<file path="src/rtl/timer_pkg.sv">
// Shared types, constants and BCD helper for the timer service stages.
// Latency: n/a (declarations and a pure combinational function only).
// Backpressure: n/a.
package timer_pkg;

    typedef enum logic [2:0] {
        ST_IDLE  = 3'd0,
        ST_READY = 3'd1,
        ST_RUN   = 3'd2,
        ST_PAUSE = 3'd3,
        ST_DONE  = 3'd4
    } state_t;

    localparam int BCD_W    = 4;
    localparam int SEC_ONES = 0;
    localparam int SEC_TENS = 1;
    localparam int MIN_ONES = 2;
    localparam int MIN_TENS = 3;

    localparam logic [3:0] SEL_ALL  = 4'b1111;
    localparam logic [3:0] SEL_NONE = 4'b0000;

    // Decrement mm:ss by one second, digit by digit with borrow. Loaded digits
    // are not normalised, so 00:95 steps to 00:94; only a digit that is
    // already 0 wraps (seconds tens to 5, every other digit to 9).
    function automatic logic [15:0] bcd_dec(input logic [15:0] value);
        logic [15:0] result;
        logic [3:0]  digit;
        logic        borrow;
        result = value;
        borrow = 1'b1;
        for (int i = 0; i < 4; i++) begin
            digit = value[i*BCD_W +: BCD_W];
            if (borrow) begin
                if (digit == 4'd0) begin
                    result[i*BCD_W +: BCD_W] = (i == SEC_TENS) ? 4'd5 : 4'd9;
                    borrow = 1'b1;
                end else begin
                    result[i*BCD_W +: BCD_W] = digit - 4'd1;
                    borrow = 1'b0;
                end
            end
        end
        return result;
    endfunction

endpackage

</file>
<file path="src/rtl/tick_gen.sv">
// Countdown step generator: counts 0..TICK_DIV-1 while enabled, ticks at the top.
// Latency: tick is combinational from the counter; counter updates each clk edge.
// Backpressure: none; enable freezes the count, clear forces it to zero.
module tick_gen #(
    parameter int TICK_DIV = 100_000_000
) (
    input  logic clk,
    input  logic resetn,
    input  logic enable,
    input  logic clear,
    output logic tick
);

    localparam int CW = (TICK_DIV > 1) ? $clog2(TICK_DIV) : 1;
    localparam logic [CW-1:0] CNT_TOP = CW'(TICK_DIV - 1);

    logic [CW-1:0] cnt;

    // Step counter: clear wins, otherwise advance and wrap only while enabled.
    always_ff @(posedge clk) begin
        if (!resetn) begin
            cnt <= '0;
        end else if (clear) begin
            cnt <= '0;
        end else if (enable) begin
            if (cnt == CNT_TOP) begin
                cnt <= '0;
            end else begin
                cnt <= cnt + 1'b1;
            end
        end
    end

    assign tick = enable && (cnt == CNT_TOP);

endmodule

</file>
<file path="src/rtl/countdown_service.sv">
// Loads BCD mm:ss from the setter and counts it down at TICK_DIV under push control.
// Latency: load visible 1 cycle after finish1 rises; first step TICK_DIV cycles after start.
// Backpressure: none; push_c is a single-cycle pulse, load beats push in the same cycle.
module countdown_service
    import timer_pkg::*;
#(
    parameter int TICK_DIV = 100_000_000
) (
    input  logic        clk,
    input  logic        resetn,
    input  logic        finish1,
    input  logic [15:0] time_in,
    input  logic        push_c,
    output logic [15:0] num,
    output logic [3:0]  sel,
    output logic        running,
    output logic        done
);

    state_t      state;
    state_t      state_nxt;
    logic [15:0] num_nxt;
    logic [3:0]  sel_nxt;
    logic        finish1_q;
    logic        armed;
    logic        load;
    logic        tick;
    logic        tick_en;
    logic        tick_clr;

    // A finish1 that is already high when reset releases must not count as a
    // rising edge, so loads are armed only once finish1 has been seen low.
    assign load     = finish1 && !finish1_q && armed;
    assign tick_en  = (state == ST_RUN) || (state == ST_DONE);
    assign tick_clr = load || (push_c && (state == ST_READY));

    tick_gen #(
        .TICK_DIV (TICK_DIV)
    ) u_tick_gen (
        .clk    (clk),
        .resetn (resetn),
        .enable (tick_en),
        .clear  (tick_clr),
        .tick   (tick)
    );

    // finish1 edge detection and load arming.
    always_ff @(posedge clk) begin
        if (!resetn) begin
            finish1_q <= 1'b0;
            armed     <= 1'b0;
        end else begin
            finish1_q <= finish1;
            if (!finish1) begin
                armed <= 1'b1;
            end
        end
    end

    // State register.
    always_ff @(posedge clk) begin
        if (!resetn) begin
            state <= ST_IDLE;
        end else begin
            state <= state_nxt;
        end
    end

    // Next-state: load overrides everything; expiry beats a pause request.
    always_comb begin
        state_nxt = state;
        if (load) begin
            state_nxt = (time_in == 16'h0000) ? ST_DONE : ST_READY;
        end else begin
            case (state)
                ST_READY: if (push_c) state_nxt = ST_RUN;
                ST_RUN: begin
                    if (tick && (num == 16'h0001)) begin
                        state_nxt = ST_DONE;
                    end else if (push_c) begin
                        state_nxt = ST_PAUSE;
                    end
                end
                ST_PAUSE: if (push_c) state_nxt = ST_RUN;
                ST_DONE:  if (push_c) state_nxt = ST_IDLE;
                default:  state_nxt = state;
            endcase
        end
    end

    // Output next-values: count down on RUN ticks, blink the digits in DONE.
    always_comb begin
        num_nxt = num;
        sel_nxt = sel;
        if (load) begin
            num_nxt = time_in;
            sel_nxt = SEL_ALL;
        end else begin
            case (state)
                ST_RUN: begin
                    if (tick) begin
                        num_nxt = bcd_dec(num);
                    end
                end
                ST_DONE: begin
                    if (push_c) begin
                        num_nxt = 16'h0000;
                        sel_nxt = SEL_NONE;
                    end else if (tick) begin
                        sel_nxt = ~sel;
                    end
                end
                default: begin
                    num_nxt = num;
                    sel_nxt = sel;
                end
            endcase
        end
    end

    // Registered outputs; running/done follow the state on the same edge.
    always_ff @(posedge clk) begin
        if (!resetn) begin
            num     <= 16'h0000;
            sel     <= SEL_NONE;
            running <= 1'b0;
            done    <= 1'b0;
        end else begin
            num     <= num_nxt;
            sel     <= sel_nxt;
            running <= (state_nxt == ST_RUN);
            done    <= (state_nxt == ST_DONE);
        end
    end

endmodule

</file>
<file path="config.mk">
export PLATFORM = sky130hd
export DESIGN_NAME = countdown_service
export DESIGN_NICKNAME = d
export VERILOG_FILES = /design/src/rtl/timer_pkg.sv /design/src/rtl/tick_gen.sv /design/src/rtl/countdown_service.sv
export SDC_FILE = /design/constraint.sdc
export NUM_CORES = 1
export LEC_CHECK = 0
export CORE_MARGIN = 3
export CORE_UTILIZATION = 45
export DETAILED_ROUTE_END_ITERATION = 16
export HOLD_SLACK_MARGIN = 0.15
export PLACE_DENSITY = 0.67
export SLEW_MARGIN = 20
export SYNTH_ARGS = -nofsm -noshare
export SYNTH_HDL_FRONTEND = slang
export SYNTH_SLANG_ARGS = --single-unit
</file>
<file path="constraint.sdc">
create_clock -name clk -period 3.6 [get_ports clk]
set_input_delay 0.36 -clock clk [delete_from_list [all_inputs] [get_ports clk]]
set_output_delay 0.36 -clock clk [all_outputs]
set_load 0.02 [all_outputs]
</file>
==> key figures <==
Synth
  – Post-synthesis async set-or-reset flop share: 0%
  – Mapped Area: 3180 um2
  – Net Count, Synth: 399
  – Most used DFF post-synth: dfxtp_1
  – Post-synth cell types: 67
  – Most common library cells after synthesis: 54 x dfxtp_1, 44 x nor3_1, 24 x nand2_1
  – Synth top area cells: dfxtp_1 34%, nor3_1 6.9%, xor2_1 4.4%
  – FF+latch count, synth: 54
  – Largest area contributor in the netlist: dfxtp_1
  – Warnings, synthesis: 0
  – Syn Area/Cell: 8.56 um2
  – Cells after synthesis: 372
  – Number of synthesized flops with an enable pin: 0
  – Count leader, synth: dfxtp_1
  – Sequential area share after synthesis: 34.0%
  – Post-synth top area share: 34.0%

Place
  – Placer Congestion: 0.801
  – Port buffer count: 41
  – DP HPWL: 5.78 mm
  – Placement Cell Area: 3640 um2

Timing
  – Final min period: 2.27 ns
  – Worst Tran Pin Value: 0.675 ns
  – Max-slew violations: 0
  – Setup TNS: 0 ns
  – Count of final hold-check violations: 0
  – Fmax: 441 MHz
  – Clk_skew: 0.0126 ns
  – Setup violators final: 0
  – RSZ-0062 raised after global routing: no
  – Fin crit share: 63.0%
  – Max_slew headroom: 54.6%

Drt
  – Wirelength, routed: 7.86 mm
  – Pre-antenna DRT Iters: 4
  – Initial DRC Count: 131
  – Vias: 2,903
  – Post-DR wirelength/cell: 15.8 um
  – Vias per cell: 5.83
  – # DRC: 0
  – Antenna-violating nets left: 0

Clocking
  – CTS tree: built
  – Clock sinks: 54
  – Clock-pin slew on the worst setup and hold paths: 0.10 ns
  – Inserted Clock Buffers: 5
  – CTS Buffer Depth: 2
  – CTS root buffer: clkbuf_8
  – PostCTS Resize Cnt: 0
  – Hold_buf cts: 0
  – H-tree depth: 2
  – Setup Buffers After CTS: 0
  – Clk_lat worst skew: 0.31 ns

Power and ir drop
  – Peak VDD IR: 0.162 mV
  – Total power: 1.22 mW
  – Leakage power of the design: 1.32 nW
  – Cell Pwr Density: 324 nW/um2

Global routing
  – Initial antenna violation count: 0
  – Largest net degree at the start of global routing: 28
  – First-pass GRT wire length: 13.4 mm
  – Total gr overflow: 0
  – GRT Overall Usage: 19.5%
  – Number of global-route vias before repair: 2,762

Critical path
  – WP data arrival: 2.45 ns
  – CP Data Required Time: 3.79 ns
  – Maximum fanout along the worst path: 6
  – Worst Setup Start Kind: register
  – Crit Path Class: reg -> reg
  – Setup crit end kind: register

Final layout
  – Final instance area: 3750 um2
  – Synthesis-to-finish area growth: 17.8%
  – Share of cells above drive strength 1: 7.71%
  – NumNets Final: 428
  – Ant. Diodes: 0

Flow run
  – Number of max-cap violations: 0

Die
  – Horiz. Die Dim: 90.1 um
  – Initial core utilization: 46.6%
  – Core Area: 6830 um2
  – DIE AREA: 8120 um2
  – IO Count: 42
  – Row count: 30
  – Overall die height: 90.1 um

Min path
  – Hold crit path type: reg -> reg

Status
  – Status: finished, final reports clean
placed cells by master, fill, tap and decap left out, drive strengths merged, types with 12 or more instances in the layout:
master / n
clkdlybuf4s50: 41
dfxtp: 54
inv: 18
nand2: 25
nand3: 18
nand4: 12
nor3: 45
nor4: 12
o21ai: 12
xor2: 17
cell type report:
type | count | area (um2)
fillers | 666 | 3080
multi-input cells | 276 | 1920
flip-flops and latches | 54 | 1080
repair buffers | 46 | 448
well taps | 96 | 120
clock buffers | 8 | 110
inverters | 18 | 67.6
logic make-up (layout without fill, tap and decap cells):
group	Yosys count	count (layout)	synth area share [%]
AND/OR/NAND/NOR	171	171	33.1
AO/OA/AOI/OAI	66	66	15.3
flip-flops	54	54	34.0
adder cells (fa/ha/maj)	7	7	2.75
multiplexers	5	5	1.57
buffers and inverters	42	72	5.66
XOR/XNOR	27	27	7.66
final timing paths:
| path | from | to | slack [ns] | cells after the start |
|---|---|---|---|---|
| setup / recovery | num[0] | num[15] | 1.33 | 7 |
| hold / removal | armed | armed | 0.47 | 2 |
| setup reg to reg | num[0] | num[15] | 1.33 | 7 |
| hold reg to reg | armed | armed | 0.47 | 2 |
metal layers:
layer  routed length [um]  part of all wire (%)  track usage [%]  vias to the layer above
met3                  354                   4.5             4.18                       10
met4                  125                   1.6             6.12                        0
met1                 3610                    46             26.1                     1387
met2                 3770                    48             31.5                       61
li1                     -                     -                -                     1445
met5                    0                     0                0                        -
worst max-delay path, cell delays in order (launching register included):
cell and delay (ns):
dfxtp_1 0.37, inv_1 0.12, ha_1 0.17, or3b_1 0.41, a211o_1 0.35, nor4_4 0.40, o21ai_2 0.18, mux2i_1 0.15
power breakdown:
part	internal (mW)	switching, mW	total (mW)
sequential	0.612	0.0197	0.632
combinational	0.0895	0.103	0.193
clock	0.195	0.197	0.391
total	0.896	0.319	1.22
per-stage QoR:
| step | hold WS [ns] | utilization [%] | cells | setup WS, ns |
|---|---|---|---|---|
| floorplan | 0.434 | - | 372 | 1.51 |
| global placement | 0.447 | 53.3 | 490 | 1.22 |
| detailed placement | 0.453 | 53.3 | 490 | 1.14 |
| CTS | 0.468 | 54.9 | 498 | 1.34 |
| global route | 0.494 | 54.9 | 498 | 1.18 |
| finish | 0.467 | 54.9 | 498 | 1.33 |
sequential cells by signal, summed over array words and instances (netlist names):
name / cells
sel: 4
armed: 1
done: 1
num: 16
u_tick_gen.cnt: 27
running: 1
state: 3
finish1_q: 1
No activity file was read; power rests on OpenSTA's default activity.
